[config.mk]
export PLATFORM = sky130hd
export DESIGN_NAME = mix_columns_pipe
export DESIGN_NICKNAME = d
export VERILOG_FILES = /design/src/rtl/mix_columns_pipe.sv
export SDC_FILE = /design/constraint.sdc
export NUM_CORES = 1
export LEC_CHECK = 0
export ABC_AREA = 0
export CORE_ASPECT_RATIO = 0.6
export CORE_MARGIN = 2
export CORE_UTILIZATION = 51
export DETAILED_ROUTE_END_ITERATION = 16
export DONT_BUFFER_PORTS = 1
export HOLD_SLACK_MARGIN = 0.1
export PLACE_DENSITY = 0.7
export SLEW_MARGIN = 20
export SYNTH_ARGS = -nofsm -noshare
export SYNTH_HDL_FRONTEND = slang
export SYNTH_SLANG_ARGS = --single-unit
[constraint.sdc]
create_clock -name clk -period 8.7 [get_ports clk]
set_input_delay 0.87 -clock clk [delete_from_list [all_inputs] [get_ports clk]]
set_output_delay 0.87 -clock clk [all_outputs]
set_load 0.01 [all_outputs]
[src/rtl/mix_columns_pipe.sv]
// Pipelined AES MixColumns / InvMixColumns engine with valid/ready and tag.
// Define INV_MIX_EN to build the inverse datapath selected by in_inv.
module mix_columns_pipe #(
  parameter int NUM_COLS = 4,
  parameter int PIPE     = 2,
  parameter int TAG_W    = 4
) (
  input  logic                  clk,
  input  logic                  rst,
  input  logic                  in_valid,
  output logic                  in_ready,
  input  logic                  in_inv,
  input  logic [32*NUM_COLS-1:0] in_data,
  input  logic [TAG_W-1:0]      in_tag,
  output logic                  out_valid,
  input  logic                  out_ready,
  output logic [32*NUM_COLS-1:0] out_data,
  output logic [TAG_W-1:0]      out_tag
);

  localparam int W = 32 * NUM_COLS;

  function automatic logic [7:0] xt(
    input logic [7:0] x
  );
    return {x[6:0], 1'b0} ^ (x[7] ? 8'h1b : 8'h00);
  endfunction

  function automatic logic [31:0] fwd_col(
    input logic [31:0] c
  );
    logic [7:0] a [4];
    logic [7:0] t [4];
    for (int i = 0; i < 4; i++) begin
      a[i] = c[31-8*i -: 8];
      t[i] = xt(a[i]);
    end
    return {
      t[0] ^ t[1] ^ a[1] ^ a[2] ^ a[3],
      a[0] ^ t[1] ^ t[2] ^ a[2] ^ a[3],
      a[0] ^ a[1] ^ t[2] ^ t[3] ^ a[3],
      t[0] ^ a[0] ^ a[1] ^ a[2] ^ t[3]
    };
  endfunction

`ifdef INV_MIX_EN
  function automatic logic [31:0] inv_col(
    input logic [31:0] c
  );
    logic [7:0] a  [4];
    logic [7:0] m9 [4];
    logic [7:0] mb [4];
    logic [7:0] md [4];
    logic [7:0] me [4];
    logic [7:0] x2, x4, x8;
    for (int i = 0; i < 4; i++) begin
      a[i]  = c[31-8*i -: 8];
      x2    = xt(a[i]);
      x4    = xt(x2);
      x8    = xt(x4);
      m9[i] = x8 ^ a[i];
      mb[i] = x8 ^ x2 ^ a[i];
      md[i] = x8 ^ x4 ^ a[i];
      me[i] = x8 ^ x4 ^ x2;
    end
    return {
      me[0] ^ mb[1] ^ md[2] ^ m9[3],
      m9[0] ^ me[1] ^ mb[2] ^ md[3],
      md[0] ^ m9[1] ^ me[2] ^ mb[3],
      mb[0] ^ md[1] ^ m9[2] ^ me[3]
    };
  endfunction

  function automatic logic [W-1:0] mix(
    input logic [W-1:0] d,
    input logic         inv
  );
    logic [W-1:0] r;
    logic [31:0]  c;
    r = '0;
    for (int k = 0; k < NUM_COLS; k++) begin
      c = d[W-1-32*k -: 32];
      r[W-1-32*k -: 32] = inv ? inv_col(c)
                              : fwd_col(c);
    end
    return r;
  endfunction
`else
  function automatic logic [W-1:0] mix(
    input logic [W-1:0] d
  );
    logic [W-1:0] r;
    r = '0;
    for (int k = 0; k < NUM_COLS; k++)
      r[W-1-32*k -: 32] = fwd_col(d[W-1-32*k -: 32]);
    return r;
  endfunction

  logic unused_inv;
  assign unused_inv = in_inv;
`endif

  logic             f_valid;
  logic [W-1:0]     f_data;
  logic [TAG_W-1:0] f_tag;
  logic             f_inv;
  logic             s1_ready;

  assign s1_ready = !out_valid || out_ready;

  if (PIPE == 2) begin : g_in
    logic             s0_valid;
    logic             s0_advance;
    logic [W-1:0]     s0_data;
    logic [TAG_W-1:0] s0_tag;
    logic             s0_inv;

    assign s0_advance = s0_valid && s1_ready;
    assign in_ready   = !s0_valid || s0_advance;

    always_ff @(posedge clk or posedge rst) begin
      if (rst) begin
        s0_valid <= 1'b0;
        s0_data  <= '0;
        s0_tag   <= '0;
        s0_inv   <= 1'b0;
      end else begin
        if (in_ready)
          s0_valid <= in_valid;
        if (in_valid && in_ready) begin
          s0_data <= in_data;
          s0_tag  <= in_tag;
          s0_inv  <= in_inv;
        end
      end
    end

    assign f_valid = s0_valid;
    assign f_data  = s0_data;
    assign f_tag   = s0_tag;
    assign f_inv   = s0_inv;
  end else begin : g_bypass
    assign in_ready = s1_ready;
    assign f_valid  = in_valid;
    assign f_data   = in_data;
    assign f_tag    = in_tag;
    assign f_inv    = in_inv;
  end

  logic [W-1:0] f_mixed;
`ifdef INV_MIX_EN
  assign f_mixed = mix(f_data, f_inv);
`else
  assign f_mixed = mix(f_data);
  logic unused_f_inv;
  assign unused_f_inv = f_inv;
`endif

  always_ff @(posedge clk or posedge rst) begin
    if (rst) begin
      out_valid <= 1'b0;
      out_data  <= '0;
      out_tag   <= '0;
    end else begin
      if (s1_ready)
        out_valid <= f_valid;
      if (f_valid && s1_ready) begin
        out_data <= f_mixed;
        out_tag  <= f_tag;
      end
    end
  end

endmodule

* Word-level counts from Yosys, hierarchy flattened
Cells that the tools add are included.
Storage, ports and cells: flip-flop bits (word level) 266
Cells by class: reduce and logical (&&, ||, !) cells 6, muxes and demuxes 16, bitwise gates (word level) 80
Operators with widths (number):
- $xor 8x8->8 | 64
- $xor 8x5->8 | 16
- $mux 5 | 16
- $logic_and 1x1->1 | 2
- $logic_not 1->1 | 2
- $logic_or 1x1->1 | 2

* Depth between registers and ports, before layout
Gate-level depths: netlist of run 1.
depth in word-level cells 6, depth in mapped cells 6, mapped depth without buffers 4

* Worst setup path before layout of run 1
Ideal clock, no wire load.
path kind input -> register, from in out_ready, to reg g_in.s0_data[0], in the netlist f_data[0], setup slack 6606 ps, setup time 125 ps, arrival time 1969 ps, buffers on the path 2, stages 5, cell sequence nand3b_1 nand2_1 buf_2 buf_4 mux2_2
Between the ends: cells in the longest elaborated chain, start to end 4
RTL lines:
- start: declaration | RTL line 16 | input logic out_ready,
- $logic_or 1x1->1 | RTL line 109 | assign s1_ready = !out_valid || out_ready;
- $logic_and 1x1->1 | RTL line 118 | assign s0_advance = s0_valid && s1_ready;
- $logic_or 1x1->1 | RTL line 119 | assign in_ready = !s0_valid || s0_advance;
- $logic_and 1x1->1 | RTL line 130 | if (in_valid && in_ready) begin
- end signal: assignment | RTL line 131 | s0_data <= in_data;
- end: declaration | RTL line 114 | logic [W-1:0] s0_data;
No other way between the ends. A chain may end at the register's enable or synchronous reset.

* Worst setup path in the final report of run 1
from reg out_valid, to reg g_in.s0_data[113], in the netlist f_data[113]
Between the ends: cells in the longest elaborated chain, start to end 5
RTL lines:
- start: declaration | RTL line 15 | output logic out_valid,
- start signal: assignment | RTL line 166 | out_valid <= f_valid;
- $logic_not 1->1 | RTL line 109
- $logic_or 1x1->1 | RTL line 109
- $logic_and 1x1->1 | RTL line 118
- $logic_or 1x1->1 | RTL line 119
- named net in_ready | RTL line 11 | output logic in_ready,
- $logic_and 1x1->1 | RTL line 130
The timed path passes the listed nets, and every way through them passes these cells.

==> summary.md, run 1 <==
| Metric | Value |
|---|---|
| Max-slew violations | `0` |
| Post-route ant nets | `0` |
| Count of cell types in the netlist | `15` |
| Worst setup SP type | `flip-flop` |
| Fin. Hold Viols | `0` |
| Hold slack | `about 0.35 ns` |
| First-pass GRT wire length | `roughly 45,000 um` |
| F_max | `around 330 MHz` |
| Most frequent cells in the layout | `xnor2_1 (360), dfrtp_1 (266), mux2_2 (207)` |
| Clock buffer depth | `3` |
| Slowest stage delay, CP | `approximately 0.85 ns` |
| Sequential share of power | `between 40% and 50%` |
| CTS sink cnt | `266` |
| Outcome | `complete, no violations` |
| Leading area contributor after synthesis | `dfrtp_1` |
| Worst path arrival time | `roughly 3.5 ns` |
| Clock Power Share | `roughly 23%` |
| Setup tns final | `0 ns` |
| Drt pass-1 iters | `4` |
| CP endpoint kind | `flip-flop` |
| Gr ovfl total | `0` |
| H-tree Lvls | `1` |
| Vias | `approximately 7,400` |
| DRC viols | `0` |
| Crit-path max FO | `67` |
| Clk root buf | `clkbuf_16` |
| Synth-to-Final Area Change | `8.13%` |
| P_int | `3.27 mW` |
| # setup viols final | `0` |
| Die Area | `0.0282 sq mm` |
| Core Footprint | `0.0264 sq mm` |
| YS warnings | `0` |
| Initial antenna violation count | `10` |
| Peak VDD IR | `190 uV` |
| Max-Cap Viols | `0` |
| Port bufs | `0` |
| Actual slew at the worst max-slew pin | `between 1 and 1.5 ns` |
| Critical Path RT | `9.13 ns` |
| Period minus WS final | `3.04 ns` |
| Total power | `between 5 and 6 mW` |
| Gr usage total | `20.7%` |
| WL per Instance | `20.4 um` |
| P_sw | `about 1.8 mW` |
| Skew final | `between 0.015 and 0.02 ns` |
| Largest net degree at the start of global routing | `140` |
| Sw frac | `a little over a third` |
| CTS Buf Count | `27` |
| Top post-synthesis cells by area | `dfrtp_1 (49%), xnor2_1 (23%), mux2_2 (17%), xor2_1 (3.7%), o21ai_0 (2.1%)` |
| Initial core utilization | `between 50% and 60%` |
| I/O pin total | `271` |
| TritonCTS clock tree | `built` |
| Worst hold path class | `input port to asynchronous set/reset pin` |
| Final WL | `approximately 29,000 um` |
| Avg Cell Area, Syn | `about 13 sq um` |
| Syn nets | `between 1,000 and 1,500` |
| RSZ-0062 raised after global routing | `false` |
| Critical-path cell list | `nand3b_1 > nand2_4 > buf_4 > mux2_2` |
| Die X | `between 200 and 250 um` |
| Pwr Density | `roughly 340 mW/mm^2` |
| Worst skew pair latency | `0.55 ns` |
| Util after Layout | `between 50% and 60%` |
| Comb pwr share | `between 30% and 40%` |
| Seq cells post-synth | `roughly 270` |
| Post-CTS sizing | `0` |
| Nets@finish | `1,193` |
| Fin crit share | `35.0%` |
| HPWL Detailed | `approximately 21,000 um` |
| Row Count | `46` |
| Post-CTS Hold Buffers | `0` |
| Layout fillers | `between 2,000 and 2,500` |
| Slew headroom | `33.1%` |
| Clock transition at path regs | `0.06 ns` |
| GPL Wtd Cong | `just under 0.8` |
| Critical Setup Path Class | `flip-flop to flip-flop` |
| Via density | `5.18` |
| Mapped Cells | `roughly 1,100` |
| Sequential cell area fraction in the yosys report | `around 49%` |
| CP max-delay cell | `buf_4` |
| Synthesized area | `about 0.014 sq mm` |
| Area share of the largest cell type after synthesis | `a little under 50%` |
| Post-CTS Setup Bufs | `0` |
| Layout cells sized above 1 | `roughly 25%` |
| P_leak | `approximately 5.7 nW` |
| Most common cell after layout, fill and taps aside | `xnor2_1` |
| Vias in the first global route | `7,427` |
| Drt initial violations | `about 350` |
| Die Y | `131 um` |
worst max-delay path, delay by kind of cell (launching register included):
kind	cells	cell delay (ns)
AND/OR/NAND/NOR	2	1.07
buffers and inverters	1	0.85
flip-flops	1	0.52
multiplexers	1	0.43
power groups by stage:
| stage | Combinational, mW | Sequential, mW | Clock, mW |
|---|---|---|---|
| 3_3_place_gp | 1.66 | 2.23 | 0 |
| 2_1_floorplan | 1.49 | 2.04 | 0 |
| 4_1_cts | 1.70 | 2.22 | 1.21 |
| 5_1_grt | 1.86 | 2.27 | 1.25 |
| 3_5_place_dp | 1.68 | 2.24 | 0 |
| 6_report | 1.67 | 2.21 | 1.18 |
state kept, by name, summed over array words and instances, names as in the netlist:
name / cells
f_valid: 1
f_data: 128
out_data: 128
out_valid: 1
f_tag: 4
out_tag: 4
synth_stat cells:
library cell  instances
buf_2                34
buf_4                12
clkbuf_1             12
dfrtp_1             266
inv_1                 1
mux2_2              207
nand2_1              59
nand2b_1              3
nand3b_1              1
o21ai_0              57
xnor2_1             360
xnor2_2               8
xnor2_4               1
xor2_1               58
xor2_2                2
final timing paths:
path / from / endpoint / slack [ns] / cells past startpoint
max: out_valid / f_data[113] / 5.66 / 4
min in group clk: in_valid / f_valid / 0.44 / 1
max reg2reg: out_valid / f_data[113] / 5.66 / 4
max in group asynchronous: rst / f_data[101] / 7.06 / 2
min reg2reg: f_tag[3] / out_tag[3] / 0.50 / 1
min: rst / out_data[49] / 0.35 / 1
stage by stage:
stage / area, sq um / setup slack, ns / std cells
after floorplan: 13700 / 0.505 / 1081
final: 14800 / 5.66 / 1439
after detailed placement: 13900 / 5.25 / 1387
after CTS: 14800 / 5.60 / 1435
after global placement: 13900 / 5.25 / 1387
after global routing: 14800 / 5.46 / 1436
cell families (layout without fill, tap and decap cells):
group           after synthesis  after routing  synth area share (%)
mux                         207            207                  17.0
simple gates                 63             63                  1.81
xor+xnor                    429            429                  28.2
other cells                   0              4                     0
compound gates               57             57                  2.09
buf+inv                      59             53                  2.26
flops                       266            266                  48.7
final cells by class:
class / count / area [sq um] / area share, %
Clock buffer: 40 / 795 / 5.37
Clock inverter: 8 / 97.6 / 0.660
Antenna cell: 4 / 10.0 / 0.0677
Inverter: 1 / 11.3 / 0.0761
Tap cell: 360 / 450 / 3.04
Timing Repair Buffer: 4 / 42.5 / 0.288
Multi-Input combinational cell: 756 / 6730 / 45.5
Sequential cell: 266 / 6660 / 45.0
layer usage:
metal | routed length, um | vias to the layer above | share of wire [%] | GRT usage (%)
li1 | - | 3491 | - | -
met1 | 14500 | 3712 | 49 | 30.9
met2 | 12000 | 189 | 41 | 28.5
met3 | 2310 | 45 | 7.9 | 7.64
met4 | 560 | 10 | 1.9 | 4.10
met5 | 61 | - | 0.21 | 0
Note: power is estimated with default switching activity, not from simulation.
==> run 2, diff against run 1 <==
PLACE_DENSITY = 0.67   (was 0.7)
clock period = 2.95 ns   (was 8.7 ns; I/O delays follow)
==> summary.md, run 2 (same netlist as run 1, synthesis figures left out) <==
| Metric | Value |
|---|---|
| Outcome | `complete, no violations` |
| Vias in the first global route | `roughly 8,200` |
| Post-CTS sizing | `0` |
| Clock transition at path regs | `approximately 0.060 ns` |
| First-pass GRT wire length | `around 48,000 um` |
| Synth-to-Final Area Change | `19.1%` |
| Drt initial violations | `approximately 480` |
| Actual slew at the worst max-slew pin | `slightly above 0.7 ns` |
| Nets@finish | `roughly 1,300` |
| Layout cells sized above 1 | `~22%` |
| Layout fillers | `between 2,000 and 2,500` |
| Cells after DPL | `around 1,400` |
| TritonCTS clock tree | `built` |
| Critical-path cell list | `nand3b_1 > nand2_4 > buf_12 > mux2_2` |
| Drt pass-1 iters | `4` |
| DRC viols | `0` |
| H-tree Lvls | `1` |
| Max-slew violations | `0` |
| Pwr Density | `between 900 and 1000 mW/mm^2` |
| Clock buffer depth | `3` |
| F_max | `~550 MHz` |
| Worst path arrival time | `2.22 ns` |
| Initial core utilization | `51.8%` |
| Most common cell after layout, fill and taps aside | `xnor2_1` |
| I/O pin total | `271` |
| Worst skew pair latency | `0.53 ns` |
| Gr ovfl total | `0` |
| Fin crit share | `roughly 62%` |
| Setup tns final | `0 ns` |
| Most frequent cells in the layout | `xnor2_1 (360), dfrtp_1 (266), mux2_2 (207)` |
| Post-CTS Setup Bufs | `0` |
| Initial antenna violation count | `1` |
| Vias | `7,967` |
| GPL Wtd Cong | `around 0.8` |
| RSZ-0062 raised after global routing | `false` |
| Slowest stage delay, CP | `0.43 ns` |
| P_leak | `about 6.4 nW` |
| Gr usage total | `a little over a fifth` |
| Peak VDD IR | `~500 uV` |
| Largest net degree at the start of global routing | `74` |
| Worst hold path class | `input port to flip-flop` |
| CTS Buf Count | `27` |
| Critical Path RT | `approximately 3.4 ns` |
| HPWL Detailed | `21,700 um` |
| Fin. Hold Viols | `0` |
| Total power | `between 15 and 20 mW` |
| WL per Instance | `19.4 um` |
| Skew final | `0.0141 ns` |
| Clk root buf | `clkbuf_16` |
| Via density | `5.05` |
| Max-Cap Viols | `0` |
| Slew headroom | `around 51%` |
| Period minus WS final | `1.82 ns` |
| Final WL | `~30,000 um` |
| Core Footprint | `roughly 0.026 sq mm` |
| Die Y | `131 um` |
| CP max-delay cell | `dfrtp_1` |
| Post-route ant nets | `0` |
| CP endpoint kind | `flip-flop` |
| Layout Cells excl Fill | `about 1,600` |
| # setup viols final | `0` |
| Critical Setup Path Class | `flip-flop to flip-flop` |
| Worst setup SP type | `flip-flop` |
| Die X | `~220 um` |
| CTS sink cnt | `~270` |
| Die Area | `0.0282 sq mm` |
| Port bufs | `0` |
| Row Count | `46` |
| Crit-path max FO | `70` |
[run 2: per-stage QoR]
| step | hold slack (ns) | cell area [sq um] | util [%] | worst slack, ns |
|---|---|---|---|---|
| detailed placement | 0.331 | 14000 | 53.1 | 1.19 |
| global route | 0.305 | 16300 | 61.7 | 1.04 |
| finish | 0.314 | 16300 | 61.7 | 1.13 |
| CTS | 0.304 | 16300 | 61.6 | 1.16 |
| floorplan | 0.403 | 13700 | - | -0.856 |
| global placement | 0.329 | 14000 | 53.1 | 1.21 |
[run 2: routing by layer]
metal / vias to the layer above / global-route usage [%] / routed length [um]
met5: - / 0 / 0
met4: 0 / 4.06 / 467
met3: 32 / 6.44 / 2070
met2: 196 / 31.8 / 12900
met1: 3967 / 31.8 / 15100
li1: 3772 / - / -
[run 2: critical path: cells and delay by family (launching register included)]
family        cells  cell delay (ns)
flops             1             0.43
mux               1             0.39
buf+inv           1             0.34
simple gates      2             0.45
[run 2: repair_timing]
action	4_1_cts	5_1_grt
endpoints found under the setup margin	0	0
hold endpoints to repair	155	0
hold buffers	136	0
[run 2: power by group]
group	internal, mW	switching, mW	leakage (nW)	total, mW
combinational	2.91	2.26	2.79	5.17
sequential	4.83	1.70	3.14	6.53
clock	2.13	1.42	0.446	3.54
total	9.87	5.38	6.37	15.2
[run 2: cell type report]
cell class / instances / area (sq um) / area share (%)
tap: 360 / 450 / 2.77
clock buffer: 38 / 757 / 4.65
inverter: 1 / 7.51 / 0.0461
multi-input combinational: 756 / 6730 / 41.3
sequential: 266 / 6660 / 40.9
clock inverter: 9 / 145 / 0.891
timing repair buffer: 148 / 1540 / 9.45
antenna: 1 / 2.50 / 0.0154
[run 2: path summary, 6_finish.rpt]
check	startpoint	endpoint	slack, ns	depth (start not counted)
min reg2reg	f_tag[3]	out_tag[3]	0.50	1
min in group asynchronous	rst	out_data[88]	0.37	2
max	out_valid	f_data[28]	1.13	4
max reg2reg	out_valid	f_data[28]	1.13	4
min	in_valid	f_data[113]	0.31	3
max in group asynchronous	rst	f_data[71]	1.72	3
==> run 3, diff against run 2 <==
PLACE_DENSITY = 0.7   (was 0.67)
clock period = 1.6 ns   (was 2.95 ns; I/O delays follow)
==> summary.md, run 3 (same netlist as run 1, synthesis figures left out) <==
| Metric | Value |
|---|---|
| CP endpoint | `out_data[8]` |
| Port bufs | `0` |
| Period minus WS final | `roughly 1.6 ns` |
| CTS Buf Count | `27` |
| Pwr Density | `between 1500 and 2000 mW/mm^2` |
| Comb pwr share | `between 30% and 40%` |
| Layout cells sized above 1 | `a little under a third` |
| Gr usage total | `a little under a quarter` |
| Skew final | `0.0101 ns` |
| Drt initial violations | `approximately 430` |
| Fin. Hold Viols | `0` |
| CP endpoint kind | `flip-flop` |
| Synth-to-Final Area Change | `27.5%` |
| Worst skew pair latency | `between 0.5 and 0.6 ns` |
| Sequential share of power | `41.0%` |
| Register area | `between 0.006 and 0.007 sq mm` |
| # setup viols final | `0` |
| Nets@finish | `1,447` |
| Largest net degree at the start of global routing | `52` |
| Util after Layout | `about two thirds` |
| Total power | `29.0 mW` |
| F_max | `approximately 630 MHz` |
| Worst setup SP type | `flip-flop` |
| P_sw | `~10 mW` |
| Worst path arrival time | `2.01 ns` |
| Layout fillers | `between 1,500 and 2,000` |
| Worst hold path class | `input port to flip-flop` |
| Initial antenna violation count | `5` |
| Most common cell after layout, fill and taps aside | `xnor2_1` |
| Peak VDD IR | `985 uV` |
| Clock transition at path regs | `about 0.060 ns` |
| Gr ovfl total | `0` |
| Die X | `between 200 and 250 um` |
| Area of the multi-input gates | `approximately 0.007 sq mm` |
| Final WL | `34,000 um` |
| HPWL Detailed | `around 24,000 um` |
| First-pass GRT wire length | `52,300 um` |
| Launching point of the worst reg2reg path | `f_data[7]` |
| Setup tns final | `0 ns` |
| Sw frac | `between 30% and 40%` |
| Reg-to-reg slack, setup | `0.02 ns` |
| Clk root buf | `clkbuf_16` |
| Reg2reg path depth | `4` |
| Hold slack | `0.265 ns` |
| Critical Setup Path Class | `flip-flop to flip-flop` |
| Die Area | `~0.028 sq mm` |
| Initial core utilization | `around 52%` |
| P_leak | `7.02 nW` |
| CTS sink cnt | `around 270` |
| Outcome | `complete, no violations` |
| Drt pass-1 iters | `5` |
| WL per Instance | `~20 um` |
| Fin crit share | `between 90% and 100%` |
| Post-route ant nets | `0` |
| Most frequent cells in the layout | `xnor2_1 (344), dfrtp_1 (255), mux2_2 (206)` |
| FF-to-FF End | `out_data[8]` |
| TritonCTS clock tree | `built` |
| Core Footprint | `about 0.026 sq mm` |
| Critical Path RT | `roughly 2.0 ns` |
| I/O pin total | `between 200 and 300` |
| DRC viols | `0` |
| RSZ-0062 raised after global routing | `true` |
| H-tree Lvls | `1` |
| Clock Power Share | `20.9%` |
| Crit-path max FO | `5` |
| CP startpoint | `f_data[7]` |
| Via density | `between 5 and 6` |
| Die Y | `approximately 130 um` |
| GPL Wtd Cong | `0.827` |
| Actual slew at the worst max-slew pin | `between 0.4 and 0.5 ns` |
| Max-slew violations | `0` |
| Vias in the first global route | `~8,800` |
| Clock buffer depth | `3` |
| Row Count | `46` |
| Slew headroom | `70.0%` |
| Vias | `about 8,500` |
| Max-Cap Viols | `0` |
| P_int | `18.6 mW` |
run 3: changes by cell type in the layout (fill, tap and decap cells not counted), sizes merged:
cell         change
bufinv           -3
dlygate4sd3      +1
buf            +109
diode            +3
run 3: layout make-up:
| class | count | area share (%) |
|---|---|---|
| sequential | 266 | 38.2 |
| multi-input combinational | 756 | 39.7 |
| timing repair buffer | 258 | 14.7 |
| tap | 360 | 2.58 |
| clock buffer | 38 | 4.34 |
| inverter | 1 | 0.0430 |
| antenna | 4 | 0.0574 |
| clock inverter | 6 | 0.316 |
run 3: what timing repair did:
action	4_1_cts	5_1_grt
setup buffers	0	7
pin swaps	0	6
gates resized for setup	3	36
hold buffers	137	0
endpoints found under the setup margin	4	36
endpoints found under the hold margin	400	0
run 3: per-layer routing:
| layer | GRT usage, % | up-vias | wire [um] |
|---|---|---|---|
| met5 | 0 | - | 13 |
| met4 | 4.67 | 2 | 529 |
| met3 | 6.67 | 41 | 2170 |
| met2 | 35.6 | 213 | 15000 |
| met1 | 35.1 | 4285 | 16300 |
| li1 | - | 3995 | - |
run 3: metrics by stage:
step | cell area (sq um) | setup WS, ns | std cells
2_1_floorplan | 13700 | -2.07 | 1081
3_3_place_gp | 15000 | 0.0258 | 1497
3_5_place_dp | 15000 | -0.0142 | 1497
4_1_cts | 17200 | 0.00813 | 1678
5_1_grt | 17400 | -0.0311 | 1689
6_report | 17400 | 0.0167 | 1689
run 3: power groups by stage:
stage	sequential, mW	combinational (mW)	clock, mW
after floorplan	11.1	8.13	0
after global placement	11.9	10.1	0
after global routing	12.2	12.0	6.47
after detailed placement	12.0	10.3	0
after CTS	11.9	10.7	6.19
final	11.9	11.1	6.05
run 3: worst min-delay path by stage:
stage | from | endpoint | slack, ns | depth (start not counted)
finish | out_ready | f_data[107] | 0.27 | 4
global route | out_ready | f_data[101] | 0.28 | 4
CTS | out_ready | f_data[109] | 0.24 | 4
detailed placement | rst | f_data[59] | 0.05 | 1
global placement | rst | out_data[34] | 0.05 | 1
floorplan | in_valid | f_valid | 0.27 | 1
run 3: worst max-delay path, cell delays in order (launching register included):
cell	delay [ns]
dfrtp_1	0.52
xnor2_4	0.36
xnor2_1	0.16
xnor2_1	0.16
mux2_2	0.27
==> RTL change, RTL diff (settings of run 3) <==
Change the parameter `TAG_W` from 4 to 3.
--- a/src/rtl/mix_columns_pipe.sv
+++ b/src/rtl/mix_columns_pipe.sv
@@ -5,3 +5,3 @@
   parameter int PIPE     = 2,
-  parameter int TAG_W    = 4
+  parameter int TAG_W    = 3
 ) (
Interface: changed (resized in_tag and out_tag); port bits go from 271 to 269. No check against the original RTL was run, so the function may have changed too.
==> RTL change against run 3 <==
- setup slack improved by 0.028 ns
- power fell by 2.2%
- wire length down 4.6%
- final area down 2.1%
- synthesized area is 0.52% lower
- sequential share of layout area rose by 0.48 points
- global-route usage fell by 1.1 points
- sequential cell count shrank 2
==> RTL change: results (changes against run 3) <==
Setup Buffers After CTS=1 (was 0); status=complete, no violations (unchanged); Seq/Total Area, Yosys=0.485 (was 0.487); vias in the first global route=8730 (was 8831); multi-input gates=754 (was 756); initial antenna violation count=1 (was 5); # placed instances=1478 (was 1497); met1 WL=15.8 mm (was 16.3 mm); Post-CTS Hold Buffers=136 (was 137); cts bufs inserted=26 (was 27); M1 GR Usage=0.331 (was 0.351); Layout fillers=1981 (was 1892); DR pass1 iterations=4 (was 5); Multi-input gate area=6840 µm² (was 6930 µm²); WL met2=14.1 mm (was 15.0 mm); met2 usage=0.343 (was 0.356); leak pwr=6.85 nW (was 7.02 nW); RR Startpoint=f_data[103]$_DFFE_PP0P_ (was f_data[7]$_DFFE_PP0P_); fin crit period=1.56 ns (was 1.58 ns); nets=1420 (was 1447); Setup Skew=0.0219 ns (was 0.0101 ns); Vias=8339 (was 8536); worst vdd ir=894 µV (was 985 µV); proportion of cell area occupied by registers=0.387 (was 0.382); synth top area cells=dfrtp_1, xnor2_1, mux2_2, xor2_1, o21ai_0 (unchanged); pre-CTS setup slack=-0.0243 ns (was -0.0142 ns); largest net degree at the start of global routing=76 (was 52); Non-CTS buffers=237 (was 258); share of cells above drive strength 1=0.291 (was 0.308); NonClk Buf Share=0.137 (was 0.147); Mapped Avg Cell Area=12.6 µm² (was 12.7 µm²); DRT iter0 DRCs=366 (was 426); crit path DAT=1.96 ns (was 2.01 ns); Worst Setup EP=out_data[97]$_DFFE_PP0P_ (was out_data[8]$_DFFE_PP0P_); routability cong.=0.792 (was 0.827); clock buffers=35 (was 38); final core utilization=0.649 (was 0.660); Largest stage delay, worst path=0.47 ns (was 0.52 ns); WHS=0.267 ns (was 0.265 ns); synthesized flop and latch total=264 (was 266); ClkCell Share=0.0484 (was 0.0466); CTS resizes=1 (was 3); met3 GRT Util=0.0620 (was 0.0667); Unique masters post-synth=16 (was 15); Routed met3 length=1.98 mm (was 2.17 mm)
==> RTL change: cells by family (layout without fill, tap and decap cells) <==
logic type,count (synthesis),in the layout,synth area share
AO/OA/AOI/OAI,57,57,0.0210
AND/OR/NAND/NOR,63,63,0.0182
XOR/XNOR,429,429,0.283
multiplexers,205,205,0.170
flip-flops,264,264,0.485
other,0,4,0
buffers and inverters,59,283,0.0228
==> RTL change: where the power goes <==
| part | internal [mW] | switching (mW) |
|---|---|---|
| sequential | 8.85 | 3.01 |
| clock | 3.42 | 2.64 |
| combinational | 6.02 | 4.44 |
==> RTL change: critical path, delay by kind of cell (launching register included) <==
| kind | cells | cell delay [ns] |
|---|---|---|
| AO/OA/AOI/OAI | 1 | 0.11 |
| XOR/XNOR | 3 | 0.65 |
| buffers and inverters | 1 | 0.20 |
| flip-flops | 1 | 0.47 |
